[src/rtl/mmio_pkg.sv]
// Shared definitions for the MMIO PWM responder: register offsets, RV32I load/store
// size codes, the duty byte type and a byte-lane merge helper.
// Latency: n/a (package). Backpressure: n/a.
package mmio_pkg;

  // Register offsets within the 256-byte window (word aligned)
  localparam logic [7:0] OFF_LED_DUTY = 8'h00;
  localparam logic [7:0] OFF_RGB_DUTY = 8'h04;
  localparam logic [7:0] OFF_PRESCALE = 8'h08;
  localparam logic [7:0] OFF_MILLIS   = 8'h0C;

  // RV32I funct3 encodings for loads and stores
  localparam logic [2:0] F3_LB  = 3'b000;
  localparam logic [2:0] F3_LH  = 3'b001;
  localparam logic [2:0] F3_LW  = 3'b010;
  localparam logic [2:0] F3_LBU = 3'b100;
  localparam logic [2:0] F3_LHU = 3'b101;
  localparam logic [2:0] F3_SB  = 3'b000;
  localparam logic [2:0] F3_SH  = 3'b001;
  localparam logic [2:0] F3_SW  = 3'b010;

  typedef logic [7:0] duty_t;

  // Replace the byte lanes of old_word selected by be with those of new_word
  function automatic logic [31:0] lane_merge(input logic [31:0] old_word,
                                             input logic [31:0] new_word,
                                             input logic [3:0]  be);
    logic [31:0] r;
    for (int i = 0; i < 4; i++) begin
      r[i*8 +: 8] = be[i] ? new_word[i*8 +: 8] : old_word[i*8 +: 8];
    end
    return r;
  endfunction

endpackage

[src/rtl/pwm_channel.sv]
// One PWM channel: shadow duty (firmware-visible) and active duty reloaded on period wrap.
// Latency: shadow updates the edge after a write; active takes shadow on the pwm_cnt 255->0 edge.
// Backpressure: none; writes always accepted.
// Ports: clk/reset; duty_we/duty_wdata write the shadow; wrap marks the period-end edge;
//        pwm_cnt is the shared step counter; shadow is read back; pwm_out is the output.
module pwm_channel
  import mmio_pkg::*;
(
  input  logic  clk,
  input  logic  reset,
  input  logic  duty_we,
  input  duty_t duty_wdata,
  input  logic  wrap,
  input  duty_t pwm_cnt,
  output duty_t shadow,
  output logic  pwm_out
);

  duty_t active;

  // On a wrap coinciding with a write, active takes the pre-write shadow value,
  // so the new duty starts one full period later.
  always_ff @(posedge clk) begin
    if (reset) begin
      shadow <= '0;
      active <= '0;
    end else begin
      if (duty_we) shadow <= duty_wdata;
      if (wrap)    active <= shadow;
    end
  end

  assign pwm_out = (pwm_cnt < active);

endmodule

[src/rtl/mmio_pwm_responder.sv]
// Data-bus MMIO peripheral: LED/RGB PWM duty registers, PWM prescaler and a millisecond counter.
// Latency: loads are combinational in the access cycle; stores are visible the cycle after their edge.
// Backpressure: none; every access in the window completes in a single cycle.
// Ports: clk/reset (sync, active-high); mem_read/mem_write/address/funct3/write_data from the core;
//        read_data load result (extended); led/red/green/blue PWM outputs.
module mmio_pwm_responder
  import mmio_pkg::*;
#(
  parameter logic [31:0] BASE_ADDR   = 32'hFFFF_FF00,
  parameter int          CLK_FREQ_HZ = 12_000_000
)(
  input  logic        clk,
  input  logic        reset,
  input  logic        mem_read,
  input  logic        mem_write,
  input  logic [31:0] address,
  input  logic [2:0]  funct3,
  input  logic [31:0] write_data,
  output logic [31:0] read_data,
  output logic        led,
  output logic        red,
  output logic        green,
  output logic        blue
);

  localparam logic [31:0] TICK_LAST = 32'(CLK_FREQ_HZ / 1000 - 1);

  logic        hit;
  logic [7:0]  reg_off;
  logic [31:0] reg_word;
  logic [3:0]  be;
  logic [31:0] wd;
  logic        wr_en;
  logic [31:0] merged;
  logic [7:0]  lane_b;
  logic [15:0] lane_h;

  duty_t       led_shadow, red_shadow, green_shadow, blue_shadow;
  logic [15:0] prescale_q;
  logic [15:0] pre_cnt;
  duty_t       pwm_cnt;
  logic [31:0] millis_q;
  logic [31:0] tick_cnt;

  logic        pre_wrap, pwm_wrap, tick_wrap;
  logic        led_we, rgb_we, prescale_we, millis_we;

  assign hit     = (address[31:8] == BASE_ADDR[31:8]);
  assign reg_off = {address[7:2], 2'b00};

  // Current contents of the addressed register; unimplemented bits read 0
  always_comb begin
    reg_word = '0;
    case (reg_off)
      OFF_LED_DUTY: reg_word = {24'h0, led_shadow};
      OFF_RGB_DUTY: reg_word = {8'h0, blue_shadow, green_shadow, red_shadow};
      OFF_PRESCALE: reg_word = {16'h0, prescale_q};
      OFF_MILLIS:   reg_word = millis_q;
      default:      reg_word = '0;
    endcase
  end

  // Store lane enables; misaligned or unknown sizes leave be at 0 so nothing commits
  always_comb begin
    be = '0;
    wd = '0;
    case (funct3)
      F3_SB: begin
        be = 4'b0001 << address[1:0];
        wd = {4{write_data[7:0]}};
      end
      F3_SH: begin
        if (!address[0]) begin
          be = address[1] ? 4'b1100 : 4'b0011;
          wd = {2{write_data[15:0]}};
        end
      end
      F3_SW: begin
        if (address[1:0] == 2'b00) begin
          be = 4'hF;
          wd = write_data;
        end
      end
      default: ;
    endcase
  end

  assign wr_en  = mem_write && hit && (be != 4'b0000);
  assign merged = lane_merge(reg_word, wd, be);

  assign led_we      = wr_en && (reg_off == OFF_LED_DUTY);
  assign rgb_we      = wr_en && (reg_off == OFF_RGB_DUTY);
  assign prescale_we = wr_en && (reg_off == OFF_PRESCALE);
  assign millis_we   = wr_en && (reg_off == OFF_MILLIS);

  // Load extraction from pre-store state, so a same-cycle store does not leak into the read
  assign lane_b = reg_word[{address[1:0], 3'b000} +: 8];
  assign lane_h = address[1] ? reg_word[31:16] : reg_word[15:0];

  always_comb begin
    read_data = '0;
    if (mem_read && hit) begin
      case (funct3)
        F3_LB:  read_data = {{24{lane_b[7]}}, lane_b};
        F3_LBU: read_data = {24'h0, lane_b};
        F3_LH:  if (!address[0]) read_data = {{16{lane_h[15]}}, lane_h};
        F3_LHU: if (!address[0]) read_data = {16'h0, lane_h};
        F3_LW:  if (address[1:0] == 2'b00) read_data = reg_word;
        default: read_data = '0;
      endcase
    end
  end

  // ">=" rather than "==" so a PRESCALE lowered below the running count wraps next edge
  assign pre_wrap  = (pre_cnt >= prescale_q);
  assign pwm_wrap  = pre_wrap && (pwm_cnt == 8'hFF);
  assign tick_wrap = (tick_cnt == TICK_LAST);

  always_ff @(posedge clk) begin
    if (reset) begin
      pre_cnt    <= '0;
      pwm_cnt    <= '0;
      prescale_q <= '0;
      millis_q   <= '0;
      tick_cnt   <= '0;
    end else begin
      pre_cnt <= pre_wrap ? 16'h0 : pre_cnt + 16'd1;
      if (pre_wrap) pwm_cnt <= pwm_cnt + 8'd1;
      if (prescale_we) prescale_q <= merged[15:0];
      // A MILLIS store wins over a coinciding tick and restarts the millisecond
      if (millis_we) begin
        millis_q <= merged;
        tick_cnt <= '0;
      end else if (tick_wrap) begin
        millis_q <= millis_q + 32'd1;
        tick_cnt <= '0;
      end else begin
        tick_cnt <= tick_cnt + 32'd1;
      end
    end
  end

  pwm_channel u_led (
    .clk(clk), .reset(reset), .duty_we(led_we), .duty_wdata(merged[7:0]),
    .wrap(pwm_wrap), .pwm_cnt(pwm_cnt), .shadow(led_shadow), .pwm_out(led)
  );

  pwm_channel u_red (
    .clk(clk), .reset(reset), .duty_we(rgb_we), .duty_wdata(merged[7:0]),
    .wrap(pwm_wrap), .pwm_cnt(pwm_cnt), .shadow(red_shadow), .pwm_out(red)
  );

  pwm_channel u_green (
    .clk(clk), .reset(reset), .duty_we(rgb_we), .duty_wdata(merged[15:8]),
    .wrap(pwm_wrap), .pwm_cnt(pwm_cnt), .shadow(green_shadow), .pwm_out(green)
  );

  pwm_channel u_blue (
    .clk(clk), .reset(reset), .duty_we(rgb_we), .duty_wdata(merged[23:16]),
    .wrap(pwm_wrap), .pwm_cnt(pwm_cnt), .shadow(blue_shadow), .pwm_out(blue)
  );

endmodule

[config.mk]
export PLATFORM = sky130hd
export DESIGN_NAME = mmio_pwm_responder
export DESIGN_NICKNAME = d
export VERILOG_FILES = /design/src/rtl/mmio_pkg.sv /design/src/rtl/pwm_channel.sv /design/src/rtl/mmio_pwm_responder.sv
export SDC_FILE = /design/constraint.sdc
export NUM_CORES = 1
export LEC_CHECK = 0
export ABC_AREA = 1
export BUFFER_PORTS_ARGS = -buffer_cell sky130_fd_sc_hd__buf_2
export CORE_ASPECT_RATIO = 2
export CORE_MARGIN = 4
export CORE_UTILIZATION = 55
export CTS_BUF_LIST = sky130_fd_sc_hd__clkbuf_8
export DETAILED_ROUTE_END_ITERATION = 6
export MAX_ROUTING_LAYER = met4
export PLACE_DENSITY = 0.84
export SKIP_LAST_GASP = 1
export SLEW_MARGIN = 0
export SYNTH_ARGS = -nofsm -noshare
export SYNTH_HDL_FRONTEND = slang
export SYNTH_SLANG_ARGS = --single-unit
[constraint.sdc]
create_clock -name clk -period 2.7 [get_ports clk]
set_input_delay 0.54 -clock clk [delete_from_list [all_inputs] [get_ports clk]]
set_output_delay 0.54 -clock clk [all_outputs]
set_load 0.03 [all_outputs]
Word level (Yosys, flattened, before mapping)
Index checks and enable logic that the tools add are counted.
Widths: inputs -> output; s select.
Cells by class
  order comparisons: 5
  divide/modulo/power cells: 0
  equal/unequal tests: 10
  multiply operators: 0
  reduce and logical (&&, ||, !) cells: 15
  $add $sub $neg: 4
  mux-type cells: 20
  bitwise logic cells: 0
  shift operators: 2
Operators with widths (number)
  $mux 32: 7
  $pmux 32 s5: 1
  $pmux 32 s4: 1
  $pmux 32 s3: 1
  $add 32x1->32 const B: 2
  $eq 32x14->1 const B: 1
  $lt 8x8->1: 4
  $mux 16: 2
  $mux 8: 4
  $shiftx 32x6->8: 1
  $eq 24x24->1 const B: 1
  $add 16x1->16 const B: 1
  $ge 16x16->1: 1
  $eq 6x2->1 const B: 2
  $mux 4: 3
  $pmux 4 s3: 1
  $add 8x1->8 const B: 1
  $eq 8x8->1 const B: 1
  $logic_and 1x1->1: 8
  $logic_not 8->1: 1
  $eq 3x3->1 const B: 2
  $eq 6x1->1 const B: 1
  $reduce_bool 4->1: 1
  $shl 1x2->4 const A: 1
  7 further kinds: 7
Word-level totals
  output and inout port bits: 36
  logic and storage cells: 69
  memories kept: 0
  bits in read-only memories: 0
  bits in writable memories: 0
  register bits after elaboration: 168
  latch bits: 0
  input bits: 71

Longest topological paths before layout
  depth after elaboration: 7
  gate-level depth with buffers: 14
  mapped depth without buffers: 13

Cells and area by module
A second synthesis with hierarchy kept.
Second synthesis, totals
  cells, all modules: 2033
  area, all modules: 12440.7 sq um
By module, submodules not included
  mmio_pwm_responder: instances 1, area each 9332.7 sq um, cells each 1657, sequential area each 2082.0 sq um
  pwm_channel: instances 4, area each 777.0 sq um, cells each 94, sequential area each 320.3 sq um

Least setup slack after synthesis
OpenSTA, ideal clock, no wires.
  path type: input to output
  start: input port address[7]
  end: output port read_data[28]
  arrival: 2.266 ns
  stages: 9
  setup slack: -0.106 ns
  path buffers: 2
  required time: 2.160 ns
  cell sequence: nor2_1 buf_2 nand3_2 inv_2 a21oi_1 nand3_1 nand4_1 buf_2 a21oi_1
On the way
  longest elaborated chain between the ends: 6
  elaborated cells between the ends (all ways): 11
  classes of those cells: 3 x eq/ne; 1 x shift; 6 x mux; 1 x reduce/logical
RTL lines
  start, declared: line mmio_pwm_responder.sv:16  | input logic [31:0] address,
  $eq 6x2->1 (tied with other cells): line mmio_pwm_responder.sv:54  | case (reg_off)
  $pmux 32 s4 *: line mmio_pwm_responder.sv:54
  parallel branches: the longest is 2 deep, another holds $shiftx 32x6->8
  $pmux 32 s5 *: line mmio_pwm_responder.sv:103  | case (funct3)
  $mux 32 *: line mmio_pwm_responder.sv:102  | if (mem_read && hit) begin
  end, declared: line mmio_pwm_responder.sv:19  | output logic [31:0] read_data,
Mark *: on every way between the ends.

Final worst setup path
  start: input port address[6]
  end: output port read_data[29]
Same word-level chain as after synthesis.

==> reports/results.txt <==
startpoint types = input pin
Hold Vio Cnt, Final = 0
vias per std cell = 5.91
Clock Pin Slew Worst Setup and Hold Paths = 90 ps
final design utilization = 67.9%
Worst Hold End = millis_q[0]
Area Growth Syn to Fin = 21.9%
sequential area share after synthesis = 28.2%
Nets = 2,231
FILL cells = 1,984
core area = 21,400 µm²
P_sw = 1.40 mW
Peak supply drop = 320 µV
num rows = 76
final worst slack = -112 ps
drt first pass iters = 5
Synthesized Nets = 2,030
CP max-delay cell = nor2_4
Die Y = 216 µm
gpl congestion = 1.18
clk_lat worst skew = 490 ps
layout cells sized above 1 = 19.4%
combinational share of power = 11.0%
failing checks = setup timing
Setup TNS = -1940 ps
leading post-synthesis cells by cell area = dfxtp_1 28%, nand2_1 15%, nor2_1 8.3%
first-pass GRT wire length = 78.1 mm
synthesized area = 11,900 µm²
Slew headroom = 49.4%
proportion of netlist area held by the largest area contributor = 28.2%
dpl cell area = 13,500 µm²
post-synthesis cell count = 1,911
GR Overflow Total = 0
antenna violations before repair = 3
Tmin final = 2810 ps
post-route cell area = 14,500 µm²
crit-path most repeated cell = buf_6
Total Routing Usage GR = 43.8%
Post-Syn Area per Cell = 6.24 µm²
Die Width = 112 µm
leakage = 6.00 nW
Max Fanout on Critical Path = 6
pin count of the biggest net entering global routing = 89
slowest stage delay, CP = 200 ps
clk sink count = 168
Main synth FF type = dfxtp_1
number of flops mapped to enable cells by yosys = 0
Netlist cell types = 48
Place WS = -245 ps
DRC = 0
Async S/R FF share, synth = 0%
Vias = 14.2k
commonest non-fill, non-tap cell in the layout = nand2_1
Final Skew = 12.1 ps
internal reg-to-reg setup slack = 240 ps
P per Cell Area = 350 nW/µm²
Synth area leader = dfxtp_1
Tcrit/Tclk final = 104%
WP data arrival = 2270 ps
Final ANT Viol Nets = 0
placed cells = 2,352
HPWL Detailed = 40.4 mm
CTS Buffer Depth = 2
hold_buf cts = 0
Clk pwr share = 39.9%
cells on worst reg2reg path = 10
sequence of cells on the critical path = buf_6 > nor2_4 > buf_6 > nand3_2 > nor2_1 > a21oi_4 > nand3_1 > nand4_1 > buf_4 > buf_6 > a21oi_1 > buf_4
most frequent cells in the layout = 458 x nand2_1, 254 x nor2_1, 199 x inv_1
RSZ-0062 raised after global routing = true
DRT iter0 DRCs = 1,355
Hold Path Stages = 3
DIE AREA = 24,200 µm²
Critical R2R Launch = tick_cnt[0]
total CTS buffers = 17
IO Pins = 107
Fmax = 356 MHz
Ys Warns = 0
Root Buffer = clkbuf_8
PortBufs = 106
min-delay worst type = in -> reg
Critical R2R Capture = tick_cnt[30]
final WL = 52.1 mm
Slew Limit Fails = 0
# Max-Cap Violations = 0
Least-Margin Pin Slew = 760 ps
Initial Utilization = 55.7%
register bit total from synthesis = 168
Worst setup EP type = primary output
vias in the first global route = 14.0k
Flop pwr share = 49.1%
H-tree level count = 4
status = finished, violations left
worst hold start = reset
P_int = 3.69 mW
Crit Path Class = in -> out
switch share = 27.6%
CTS tree = yes
Cell Count, Final, Fillers Out = 2,401
routed length per instance = 21.7 µm
CP required = 2160 ps
Final Setup Violations = 27
-- metrics by stage --
| step | hold WS (ps) | power [mW] |
|---|---|---|
| 2_1_floorplan | 430 | 2.81 |
| 3_3_place_gp | 450 | 3.05 |
| 3_5_place_dp | 457 | 3.05 |
| 4_1_cts | 415 | 5.05 |
| 5_1_grt | 433 | 5.21 |
| 6_report | 435 | 5.09 |
-- power groups by stage --
stage | logic (mW) | registers [mW] | clock network, mW
after floorplan | 0.258 | 2.55 | 0
after global placement | 0.494 | 2.55 | 0
after detailed placement | 0.501 | 2.55 | 0
after CTS | 0.533 | 2.49 | 2.03
after global routing | 0.591 | 2.50 | 2.12
final | 0.561 | 2.50 | 2.03
-- cell type report --
cell class                      instances  area [µm²]  area share (%)
Multi-Input combinational cell       1459        7610            52.4
Sequential cell                       168        3370            23.2
Timing Repair Buffer                  254        1940            13.4
Inverter                              212         811            5.58
Tap cell                              273         342            2.35
Clock buffer                           19         262            1.80
Clock inverter                         13         184            1.27
Antenna cell                            3        7.51          0.0517
-- worst max-delay path: cells and delay by family --
| kind | cells | cell delay [ps] |
|---|---|---|
| buffers and inverters | 5 | 760 |
| AND/OR/NAND/NOR | 5 | 730 |
| AO/OA/AOI/OAI | 2 | 240 |
-- worst max path at each step --
stage                from       endpoint  slack [ps]  cells after the start
6_report       address[6]  read_data[29]        -110                     12
5_1_grt        address[2]  read_data[31]        -190                     13
4_1_cts        address[3]  read_data[15]         -40                     12
3_5_place_dp   address[2]  read_data[10]        -250                     12
3_3_place_gp   address[5]  read_data[19]        -240                     11
2_1_floorplan  address[7]  read_data[28]        -110                      9
-- cells by family after synthesis --
family | after synthesis | synth area share (%)
multiplexers | 1 | 0.0840
flip-flops | 168 | 28.2
AND/OR/NAND/NOR | 1044 | 39.1
XOR/XNOR | 35 | 2.57
AO/OA/AOI/OAI | 330 | 15.1
buffers and inverters | 285 | 9.89
adder cells (fa/ha/maj) | 48 | 5.04
-- flip-flops by register name, indices dropped and copies added (netlist names) --
name and flops:
pwm_cnt 8, u_blue.shadow 8, u_red.shadow 8, pre_cnt 16, u_blue.active 8, prescale_q 16
u_green.shadow 8, tick_cnt 32, u_red.active 8, u_led.shadow 8, u_green.active 8, millis_q 32
u_led.active 8
-- layer usage --
metal	GRT usage [%]	up-vias	wire [µm]
li1	-	6707	-
met1	38.4	6470	16400
met2	71.0	682	24600
met3	11.8	321	3870
met4	47.1	0	7260
met5	-	-	0
-- cells in the mapped netlist (all sizes together) (3+ instances only) --
cell type / instances
nand3b: 3
a21boi: 9
nor2: 283
o221ai: 3
nor3b: 4
nand4: 82
o21ai: 123
xnor2: 6
nand3: 147
nor4: 7
inv: 207
ha: 48
a21oi: 174
xor2: 29
or2: 8
clkinv: 5
clkbuf: 35
dfxtp: 168
o211ai: 14
nand2: 471
nor3: 35
buf: 38
-- repair_timing --
action,CTS,global route
pin swaps,1,14
cloned,4,0
endpoints found under the setup margin,34,34
buffers inserted,8,3
gates resized for setup,76,57
Note: power is estimated with default switching activity, not from simulation.
